`src/rtl/ps2_pkg.sv`:
```
// ps2_pkg: shared PS/2 receiver state encoding, scan code constants and frame length
package ps2_pkg;
  typedef enum logic [1:0] {
    ST_IDLE   = 2'd0,
    ST_DATA   = 2'd1,
    ST_PARITY = 2'd2,
    ST_STOP   = 2'd3
  } ps2_state_t;
  localparam logic [7:0] SC_BREAK   = 8'hF0;
  localparam logic [7:0] SC_EXTEND  = 8'hE0;
  localparam int         FRAME_BITS = 11;
  function automatic logic odd_parity_ok(input logic [7:0] d, input logic p);
    return ^{d, p};
  endfunction
endpackage

```
`src/rtl/ps2_clk_filter.sv`:
```
// ps2_clk_filter: synchronise ps2_clk/ps2_data, deglitch ps2_clk, strobe its falling edges
// Ports: clk, rst (async active-low), i_ps2_clk/i_ps2_data raw device lines,
//        o_fall one-clk strobe per filtered 1->0 edge, o_data synchronised data line.
module ps2_clk_filter #(
  parameter int FILTER_LEN = 8
) (
  input  logic clk,
  input  logic rst,
  input  logic i_ps2_clk,
  input  logic i_ps2_data,
  output logic o_fall,
  output logic o_data
);
  localparam int CW = $clog2(FILTER_LEN + 1);
  logic [1:0]    r_clk_s;
  logic [1:0]    r_dat_s;
  logic          r_filt;
  logic          r_fall;
  logic [CW-1:0] r_cnt;
  logic          w_diff;
  logic          w_flip;
  // r_cnt tracks how long the synchronised clock has disagreed with the filtered level
  assign w_diff = r_clk_s[1] != r_filt;
  assign w_flip = w_diff && (r_cnt == CW'(FILTER_LEN - 1));
  always_ff @(posedge clk or negedge rst) begin
    if (!rst) begin
      r_clk_s <= 2'b11;
      r_dat_s <= 2'b11;
      r_filt  <= 1'b1;
      r_fall  <= 1'b0;
      r_cnt   <= '0;
    end else begin
      r_clk_s <= {r_clk_s[0], i_ps2_clk};
      r_dat_s <= {r_dat_s[0], i_ps2_data};
      r_cnt   <= (w_diff && !w_flip) ? r_cnt + CW'(1) : '0;
      r_filt  <= w_flip ? r_clk_s[1] : r_filt;
      r_fall  <= w_flip && !r_clk_s[1];
    end
  end
  assign o_fall = r_fall;
  assign o_data = r_dat_s[1];
endmodule

```
`src/rtl/ps2_rx.sv`:
```
// ps2_rx: PS/2 device-to-host frame receiver (start, 8 data LSB-first, parity, stop)
// Ports: clk, rst (async active-low), ps2_clk/ps2_data raw device lines,
//        data_out last accepted byte, data_ready/frame_err/parity_err one-clk pulses.
// Define PS2_RX_PARITY_CHECK_EN to enforce odd parity; otherwise parity_err is tied 0.
module ps2_rx
  import ps2_pkg::*;
#(
  parameter int FILTER_LEN     = 8,
  parameter int TIMEOUT_CYCLES = 50000
) (
  input  logic       clk,
  input  logic       rst,
  input  logic       ps2_clk,
  input  logic       ps2_data,
  output logic [7:0] data_out,
  output logic       data_ready,
  output logic       frame_err,
  output logic       parity_err
);
  localparam int          TW       = $clog2(TIMEOUT_CYCLES + 1);
  localparam logic [TW-1:0] TMO_LAST = TW'(TIMEOUT_CYCLES - 1);
  localparam logic [2:0]  LAST_BIT = 3'(FRAME_BITS - 4);
  ps2_state_t    r_state;
  logic [2:0]    r_bit_cnt;
  logic [7:0]    r_shift;
  logic [TW-1:0] r_tmo;
  logic          w_fall;
  logic          w_data;
`ifdef PS2_RX_PARITY_CHECK_EN
  logic          r_par;
`endif
  ps2_clk_filter #(.FILTER_LEN(FILTER_LEN)) u_filter (
    .clk        (clk),
    .rst        (rst),
    .i_ps2_clk  (ps2_clk),
    .i_ps2_data (ps2_data),
    .o_fall     (w_fall),
    .o_data     (w_data)
  );
  always_ff @(posedge clk or negedge rst) begin
    if (!rst) begin
      r_state    <= ST_IDLE;
      r_bit_cnt  <= '0;
      r_shift    <= '0;
      r_tmo      <= '0;
      data_out   <= 8'h00;
      data_ready <= 1'b0;
      frame_err  <= 1'b0;
`ifdef PS2_RX_PARITY_CHECK_EN
      r_par      <= 1'b0;
      parity_err <= 1'b0;
`endif
    end else begin
      data_ready <= 1'b0;
      frame_err  <= 1'b0;
`ifdef PS2_RX_PARITY_CHECK_EN
      parity_err <= 1'b0;
`endif
      if (r_state == ST_IDLE) begin
        r_tmo <= '0;
        if (w_fall) begin
          r_bit_cnt <= '0;
          if (w_data) frame_err <= 1'b1;
          else r_state <= ST_DATA;
        end
      end else if (!w_fall && r_tmo == TMO_LAST) begin
        // device stalled mid-frame: drop the partial byte
        r_state   <= ST_IDLE;
        r_bit_cnt <= '0;
        r_tmo     <= '0;
        frame_err <= 1'b1;
      end else if (!w_fall) begin
        r_tmo <= r_tmo + TW'(1);
      end else begin
        r_tmo <= '0;
        case (r_state)
          ST_DATA: begin
            r_shift   <= {w_data, r_shift[7:1]};
            r_bit_cnt <= r_bit_cnt + 3'd1;
            if (r_bit_cnt == LAST_BIT) r_state <= ST_PARITY;
          end
          ST_PARITY: begin
`ifdef PS2_RX_PARITY_CHECK_EN
            r_par   <= w_data;
`endif
            r_state <= ST_STOP;
          end
          default: begin
            r_state <= ST_IDLE;
            if (!w_data) frame_err <= 1'b1;
`ifdef PS2_RX_PARITY_CHECK_EN
            else if (!odd_parity_ok(r_shift, r_par)) parity_err <= 1'b1;
`endif
            else begin
              data_out   <= r_shift;
              data_ready <= 1'b1;
            end
          end
        endcase
      end
    end
  end
`ifndef PS2_RX_PARITY_CHECK_EN
  assign parity_err = 1'b0;
`endif
endmodule

```
`config.mk`:
```
export PLATFORM = sky130hd
export DESIGN_NAME = ps2_rx
export DESIGN_NICKNAME = d
export VERILOG_FILES = /design/src/rtl/ps2_pkg.sv /design/src/rtl/ps2_clk_filter.sv /design/src/rtl/ps2_rx.sv
export SDC_FILE = /design/constraint.sdc
export NUM_CORES = 1
export LEC_CHECK = 0
export CORE_MARGIN = 4
export CORE_UTILIZATION = 35
export CTS_CLUSTER_DIAMETER = 100
export DETAILED_ROUTE_END_ITERATION = 8
export PLACE_DENSITY = 0.55
export SETUP_SLACK_MARGIN = 0.05
export SKIP_LAST_GASP = 1
export SYNTH_ARGS = -nofsm -noshare
export SYNTH_HDL_FRONTEND = slang
export SYNTH_HIERARCHICAL = 1
export SYNTH_SLANG_ARGS = --single-unit
```
`constraint.sdc`:
```
create_clock -name clk -period 2.15 [get_ports clk]
set_input_delay 0.43 -clock clk [delete_from_list [all_inputs] [get_ports clk]]
set_output_delay 0.43 -clock clk [all_outputs]
set_load 0.1 [all_outputs]
```
==> flow_metrics.py <==
metrics = {
    "global_routing": {
        "grt_pass1_vias": 1391,
        "grt_antenna_before_repair": 0,
        "grt_pass1_wl_mm": 6.40,
        "grt_max_degree": 50,
        "overflow": 0,
        "globalRouteTotalUtil_pct": 10.7,
    },
    "worst_setup_path": {
        "ff2ff_setup_slack_ps": 310,
        "timing.rr.start": "r_state[0]",
        "path_class": "flop to flop",
        "endpoint": "data_out[5]",
        "reg2reg_to": "data_out[5]",
        "startpoint": "r_state[0]",
        "start_kind": "flop",
        "rr_worst_depth": 6,
        "worstPathArrival_ps": 2030,
        "cp_max_fo": 13,
        "crit_path_end_kind": "flop",
        "worstPathRequired_ps": 2340,
    },
    "clock_network": {
        "cts_hold_buf": 0,
        "clockBufferDepth": 2,
        "clockRootBuffer": "clkbuf_8",
        "ctsResizeCount": 0,
        "htree_levels": 2,
        "cts_sinks": 49,
        "clkLatencyLatePin_ps": 300,
        "cts_setup_buffers": 0,
        "numCtsBuffers": 5,
        "tritoncts": "built",
        "cts.clk_slew.worst_paths_ps": 90,
    },
    "logic_synthesis": {
        "synth_nets": 194,
        "seq_area_frac_synth_pct": 56.4,
        "synth_edf_count": 0,
        "ys_types": 42,
        "netlist_instances": 183,
        "yosys_warnings": 6,
        "synth_area_sq_um": 2190,
        "ys_ff_latch": 49,
        "synthArstFlopShare_pct": 100,
        "avgSynthCellArea_sq_um": 11.9,
        "synth_ff_type": "dfrtp_1",
    },
    "floorplan": {
        "die_h_microns": 87.0,
        "core_area_sq_um": 5990,
        "die_area_sq_um": 7570,
        "start_util_pct": 36.5,
        "fp.dieW_microns": 87.0,
        "io_pins": 15,
        "fp-row-count": 28,
    },
    "outcome": {
        "status": "completed",
    },
    "min_path": {
        "hold_path.class": "input port to asynchronous set/reset pin",
    },
    "layout": {
        "num_antenna_cells": 0,
        "ff_latch_area_sq_um": 1230,
        "layout.cells.non_filler": 278,
        "drive_gt1_share_pct": 25.1,
        "num-nets-final": 213,
        "fill_cells": 571,
        "multi_input_area_sq_um": 908,
        "area_delta_synth_final_pct": 15.1,
    },
    "route": {
        "dr.max_layer_used": "met4",
        "num_vias": 1387,
        "initialDrtViolationCount": 34,
        "wl_met2_mm": 1.74,
        "wl_met3_microns": 135,
        "avgViaCountPerCell": 4.99,
        "dr.pass1.iters": 4,
        "drtAntennaViolNets": 0,
        "route.layer.met1.wl_mm": 1.74,
        "wl_per_cell_microns": 13.0,
        "wl_mm": 3.63,
        "drc": 0,
    },
    "timing": {
        "skew_ps": 6.27,
        "rsz0062_at_grt": "no",
        "drv_slew": 0,
        "period_share_pct": 85.8,
        "tns_ps": 0,
        "setup_viol": 0,
        "post-route-min-period_ps": 1840,
        "finalHoldViolations": 0,
        "timing.fmax_mhz": 542,
    },
    "power_and_ir_drop": {
        "ir_drop_uv": 573,
        "leakage_nw": 1.10,
        "cellPowerDensity_nw_per_um2": 710,
    },
    "placement": {
        "dp_hpwl_mm": 2.47,
        "portBuffers": 13,
        "dp.cells": 270,
        "globalplace.congestion": 0.742,
    },
    "flow_run": {
        "maxCapViolCount": 0,
    },
}
## layout make-up
cell class | count | area share (%)
multi-input cells | 123 | 36.1
clock inverters | 3 | 1.89
inverters | 6 | 0.895
clock buffers | 5 | 2.73
well taps | 75 | 3.73
repair buffers | 17 | 5.67
flip-flops and latches | 49 | 49.0
## per-stage QoR
stage | hold slack, ps | util [%] | area [sq um] | setup slack, ps | total power, W
global placement | 346 | 40.1 | 2400 | 314 | 0.00113
detailed placement | 347 | 40.1 | 2400 | 344 | 0.00114
global route | 116 | 42.0 | 2520 | 186 | 0.00189
floorplan | 134 | - | 2190 | 439 | 0.00109
finish | 96.7 | 42.0 | 2520 | 305 | 0.00179
CTS | 105 | 42.0 | 2520 | 319 | 0.00182
## registers in the layout, summed over array words and instances, names as in the netlist, 2 cells and up
register,count
r_bit_cnt,3
r_shift,8
r_tmo,16
u_filter/r_cnt,4
data_out,8
r_state,2
u_filter/r_dat_s,2
u_filter/r_clk_s,2
## cells by family (layout without fill, tap and decap cells)
group	count (synthesis)	count (layout)	synth area share [%]
flops	49	49	56.4
mux	18	18	9.33
compound gates	18	18	5.21
simple gates	63	63	16.4
fa+ha+maj	7	7	4.01
xor+xnor	16	16	6.41
buf+inv	11	31	2.06
other cells	1	1	0.172
## layout by cell type, fill, tap and decap left out, drive strengths merged, types with 2 or more instances in the layout
master | netlist | layout
dfrtp | 44 | 44
nand4 | 4 | 4
nor3 | 8 | 8
inv | 6 | 8
mux2i | 2 | 2
o21ai | 8 | 8
clkdlybuf4s50 | 0 | 2
or3 | 4 | 4
a21oi | 2 | 2
ha | 7 | 7
buf | 1 | 15
clkbuf | 4 | 5
nand3 | 5 | 5
o22ai | 3 | 3
mux2 | 16 | 16
and3 | 3 | 3
nand2 | 9 | 9
xor2 | 3 | 3
o31ai | 2 | 2
nor4 | 3 | 3
dfstp | 5 | 5
nor2 | 16 | 16
xnor2 | 13 | 13
## how the worst min path moves through the flow
stage | startpoint | to | slack (ps) | cells past startpoint
after detailed placement | u_filter/r_dat_s[0] | u_filter/r_dat_s[1] | 350 | 0
after global placement | u_filter/r_clk_s[0] | u_filter/r_clk_s[1] | 350 | 0
final | rst | frame_err | 100 | 2
after floorplan | rst | data_out[0] | 130 | 0
after CTS | rst | r_bit_cnt[1] | 110 | 2
after global routing | rst | data_ready | 120 | 2
## power breakdown
part	switching [W]	total (W)	internal, W
sequential	0.0000362	0.00100	0.000965
clock	0.000316	0.000671	0.000355
combinational	0.0000572	0.000113	0.0000561
## per-layer routing
metal | up-vias | global-route usage (%)
li1 | 679 | -
met5 | - | 0
met4 | 0 | 2.55
met1 | 691 | 14.3
met3 | 3 | 3.03
met2 | 14 | 17.0
## critical path, cell delays in order, from the launching register on
cell      delay (ps)
dfrtp_1          390
inv_1             70
ha_1             330
nand2b_1         260
nor3_2           130
buf_4            200
mux2_2           340
## cells in the mapped netlist (4+ instances only)
cell type	instances	area share (%)
o21ai_0	8	1.8
nand2_1	9	1.5
xnor2_1	13	5.2
clkbuf_1	4	0.69
inv_1	6	1.0
nor2_1	16	2.7
nor3_1	7	1.6
nand4_1	4	1.1
dfstp_2	5	6.0
mux2_2	15	7.7
ha_1	7	4.0
dfrtp_1	44	50
(Power assumes the default switching activity.)
